### config.mk
export PLATFORM = sky130hd
export DESIGN_NAME = fetch_sequencer
export DESIGN_NICKNAME = d
export VERILOG_FILES = /design/src/rtl/fetch_sequencer.sv
export SDC_FILE = /design/constraint.sdc
export NUM_CORES = 1
export LEC_CHECK = 0
export CAP_MARGIN = 5
export CORE_ASPECT_RATIO = 0.9
export CORE_UTILIZATION = 40
export CTS_CLUSTER_DIAMETER = 50
export DETAILED_ROUTE_END_ITERATION = 7
export DONT_BUFFER_PORTS = 1
export PLACE_DENSITY_LB_ADDON = 0.12
export SETUP_SLACK_MARGIN = 0.3
export SLEW_MARGIN = 20
export SYNTH_ARGS = -nofsm -noshare
export SYNTH_HDL_FRONTEND = slang
export SYNTH_SLANG_ARGS = --single-unit
export TNS_END_PERCENT = 20
### constraint.sdc
create_clock -name clk -period 4.6 [get_ports clk]
set_clock_uncertainty 0.1 [all_clocks]
set_input_delay 0.46 -clock clk [delete_from_list [all_inputs] [get_ports clk]]
set_output_delay 0.46 -clock clk [all_outputs]
set_load 0.005 [all_outputs]
### src/rtl/fetch_sequencer.sv
// Instruction-fetch controller: owns the PC, drives the ROM address and
// fills the IF/ID register, with stall/flush/redirect, self-jump halt and fault flag.
module fetch_sequencer #(
  parameter logic [31:0] RESET_PC          = 32'h0000_0000,
  parameter int          ROM_WORDS         = 64,
  parameter bit          HALT_ON_SELF_JUMP = 1'b1
) (
  input  logic        clk,
  input  logic        rst_n,
  input  logic        start,
  input  logic        stall,
  input  logic        flush,
  input  logic        redirect_valid,
  input  logic [31:0] redirect_pc,
  output logic [31:0] imem_addr,
  input  logic [31:0] imem_rdata,
  output logic [31:0] ifid_instr,
  output logic [31:0] ifid_pc4,
  output logic        ifid_valid,
  output logic        halted,
  output logic        err,
  output logic [31:0] fetch_count
);

  localparam logic [1:0] IDLE = 2'd0;
  localparam logic [1:0] RUN  = 2'd1;
  localparam logic [1:0] HALT = 2'd2;

  localparam logic [31:0] LIMIT = 32'(ROM_WORDS * 4);

  logic [1:0]  state;
  logic [31:0] pc;
  logic [31:0] pc4;
  logic        fault;
  logic        self_jump;

  assign imem_addr = pc;
  assign pc4       = pc + 32'd4;
  assign fault     = (pc[1:0] != 2'b00) || (pc >= LIMIT);

  // J whose pseudo-direct target lands on its own address
  assign self_jump = HALT_ON_SELF_JUMP
                   && (imem_rdata[31:26] == 6'b000010)
                   && ({pc[31:28], imem_rdata[25:0], 2'b00} == pc);

  always_ff @(posedge clk or negedge rst_n) begin
    if (!rst_n) begin
      state       <= IDLE;
      pc          <= RESET_PC;
      ifid_instr  <= 32'd0;
      ifid_pc4    <= 32'd0;
      ifid_valid  <= 1'b0;
      halted      <= 1'b0;
      err         <= 1'b0;
      fetch_count <= 32'd0;
    end else begin
      case (state)
        IDLE: begin
          ifid_valid <= 1'b0;
          if (start) begin
            pc    <= RESET_PC;
            state <= RUN;
          end
        end
        RUN: begin
          if (redirect_valid) begin
            pc         <= redirect_pc;
            ifid_valid <= 1'b0;
          end else if (fault && !stall) begin
            ifid_valid <= 1'b0;
            err        <= 1'b1;
            halted     <= 1'b1;
            state      <= HALT;
          end else if (flush) begin
            ifid_valid <= 1'b0;
          end else if (!stall) begin
            ifid_instr  <= imem_rdata;
            ifid_pc4    <= pc4;
            ifid_valid  <= 1'b1;
            fetch_count <= fetch_count + 32'd1;
            if (self_jump) begin
              halted <= 1'b1;
              state  <= HALT;
            end else begin
              pc <= pc4;
            end
          end
        end
        HALT: begin
          ifid_valid <= 1'b0;
          if (start) begin
            pc     <= RESET_PC;
            halted <= 1'b0;
            state  <= RUN;
          end
        end
        default: state <= IDLE;
      endcase
    end
  end

endmodule

==> flow_summary.toml <==
[finish]
final_layout_size_suffix_gt1_share_pct = 8.35
fin_area_sq_mm = 0.00706
syn2layout_area_growth_pct = 12.3
post-route-util_pct = 45.9
layout.nets = 707
antenna_cells = 0

[critical_path]
r2r_slack_ps = 1260
critPathRequiredTime_ps = 4800
path_cells = "nand2b_1 > nor4_1 > nand3_2 > nor2_1 > nand3_1 > xnor2_1"
r2r-start = "state[0]"
crit_slowest_cell = "nor2_1"
cp-start-kind = "register"
r2r-end = "fetch_count[10]"
end_kind = "register"
path_class = "reg2reg"
worstPathMaxFanout = 37
critical-path-max-stage-delay_ps = 700
cp.arrival_ps = 3540
r2r_cells = 6

[clock_tree]
cts.sinks = 133
cts_resized = 0
cts_tree = "built"
postCtsSetupBuffers = 0
ctsRootBufferMaster = "clkbuf_16"
cts_made_buffers = 17
clkSlewWorstSetupHoldPaths_ps = 60
clock_path_buffers = 2
htree_num_levels = 4
cts-hold-fix-buffers = 2
clock_latency_ps = 430

[grt]
grt_pass1_wl_microns = 28100
grt_pass1_vias = 4706
grt.busiest_layer = "met2"
use_met2_pct = 32.6
grt.total_usage_pct = 23.2
overflow = 0
grt.met1_usage_pct = 31.6
grt_max_degree = 134
use_met3_pct = 10.0
antenna_found_initial = 0

[drt]
ant_nets = 0
viasPerCell = 5.61
routed_wl_microns = 18100
drc = 0
wl_per_cell_microns = 21.4
firstDrtPassIters = 7
drt-initial-drc-count = 291
vias = 4766

[yosys]
yosysSeqAreaShare_pct = 53.0
synth-main-ff-cell = "dfrtp_1"
netlist_area_sq_mm = 0.00628
synth.most_common_cell = "nand2_1"
synthTopCellsByArea = "dfrtp_1 53%, nand2_1 9.4%, xnor2_1 6.4%"
synth_cell_type_count = 51
synthesis.nets = 710
synth_cells = 637
synth_edf_count = 0
synth_top_area_share_pct = 53.0
synth_commonest_cells = "157 x nand2_1, 133 x dfrtp_1, 46 x xnor2_1"
async_flop_share_pct = 100
ys_warn_count = 0
yosysTopAreaCell = "dfrtp_1"
syn_area_per_cell_sq_um = 9.87
ys_ff_latch = 133

[job]
drv_cap = 0

[die]
chipHeight_microns = 121
die_x_microns = 134
core_area_sq_mm = 0.0154
rows = 43
start_util_pct = 40.8
die_area_sq_mm = 0.0162
num_io_pins = 201

[placement]
routabilityCongestion = 0.903
post_dp_cell_area_sq_mm = 0.00644
hpwlAfterDp_microns = 12900
portBuffers = 0

[sta]
setup_violations = 0
worst_slew_pin_slew_ps = 811
fin_setup_tns_ps = 0
period_needed_ps = 3340
rsz0062_at_grt = "false"
whs_ps = 36.8
maxSlewHeadroom_pct = 46.0
report.final.slew_viol_count = 0
fmax_ghz = 0.300
finalHoldViolCount = 0
period_share_pct = 72.5

[power_and_ir_drop]
power_mw = 3.89
internal_power_mw = 2.55
share_comb_of_total_power_pct = 19.3
switching_share_pct = 34.3
ir_drop_mv = 0.271
power_switching_mw = 1.33
pwr-share-seq_pct = 46.3
clkPwrFrac_pct = 34.4
power_density_mw_per_mm2 = 551
p_leak_nw = 3.22

[hold_path]
hold_start = "start"
hold_path.class = "in2reg"
min_to = "state[1]"
hold_path_depth = 1

[run_status]
status = "complete, no violations"
[per-stage QoR]
| step | cells | setup WS, ps |
|---|---|---|
| 2_1_floorplan | 637 | 2190 |
| 3_3_place_gp | 815 | 1510 |
| 3_5_place_dp | 815 | 1400 |
| 4_1_cts | 849 | 1360 |
| 5_1_grt | 849 | 917 |
| 6_report | 849 | 1260 |
[logic make-up (layout without fill, tap and decap cells)]
family	count (synthesis)	in the layout	share of synthesized area (%)
flip-flops	133	133	53.0
buffers and inverters	46	56	3.23
XOR/XNOR	61	61	8.50
AND/OR/NAND/NOR	307	307	23.4
adder cells (fa/ha/maj)	3	3	0.597
multiplexers	3	3	0.537
AO/OA/AOI/OAI	84	84	10.8
[cell usage in the layout (no fill, tap or decap), drive strengths merged, types with 16 or more instances in the layout]
master and instances:
and2 29, nor2 23, o21ai 18, clkbuf 24, nand2 157, inv 19
a22o 18, nand4 16, nand3 25, xnor2 46, dfrtp 133
[registers in the layout, summed over array words and instances (netlist names)]
signal       count
state            2
err              1
ifid_instr      32
imem_addr       32
ifid_valid       1
ifid_pc4        32
fetch_count     32
halted           1
[final cells by class]
cell class	instances	area, sq um
fill	1468	8330
multi-input combinational	458	2770
timing repair buffer	5	60.1
clock buffer	24	482
inverter	19	71.3
tap	202	253
sequential	133	3330
clock inverter	8	98.8
[layer usage]
layer / routed length (microns) / up-vias
met2: 7760 / 235
met3: 2020 / 24
li1: - / 2174
met1: 7970 / 2333
met4: 397 / 0
met5: 0 / -
[worst max-delay path: cells and delay by family, from the launching register on]
kind          cells  cell delay (ps)
xor+xnor          1              150
flops             1              660
simple gates      5             2270
[worst max-delay path by stage]
stage	start	end	slack, ps	cells past startpoint
CTS	state[0]	fetch_count[10]	1360	6
global route	state[0]	fetch_count[14]	920	6
floorplan	imem_rdata[26]	imem_addr[27]	2190	7
finish	state[0]	fetch_count[10]	1260	6
global placement	imem_addr[27]	fetch_count[18]	1510	6
detailed placement	state[0]	fetch_count[10]	1400	6
[power groups by stage]
| stage | clock [mW] | sequential (mW) | combinational, mW |
|---|---|---|---|
| 4_1_cts | 1.37 | 1.79 | 0.751 |
| 3_5_place_dp | 0 | 1.81 | 0.722 |
| 3_3_place_gp | 0 | 1.80 | 0.710 |
| 2_1_floorplan | 0 | 1.63 | 0.638 |
| 5_1_grt | 1.41 | 1.84 | 0.843 |
| 6_report | 1.34 | 1.80 | 0.752 |
No activity file was read; power rests on OpenSTA's default activity.
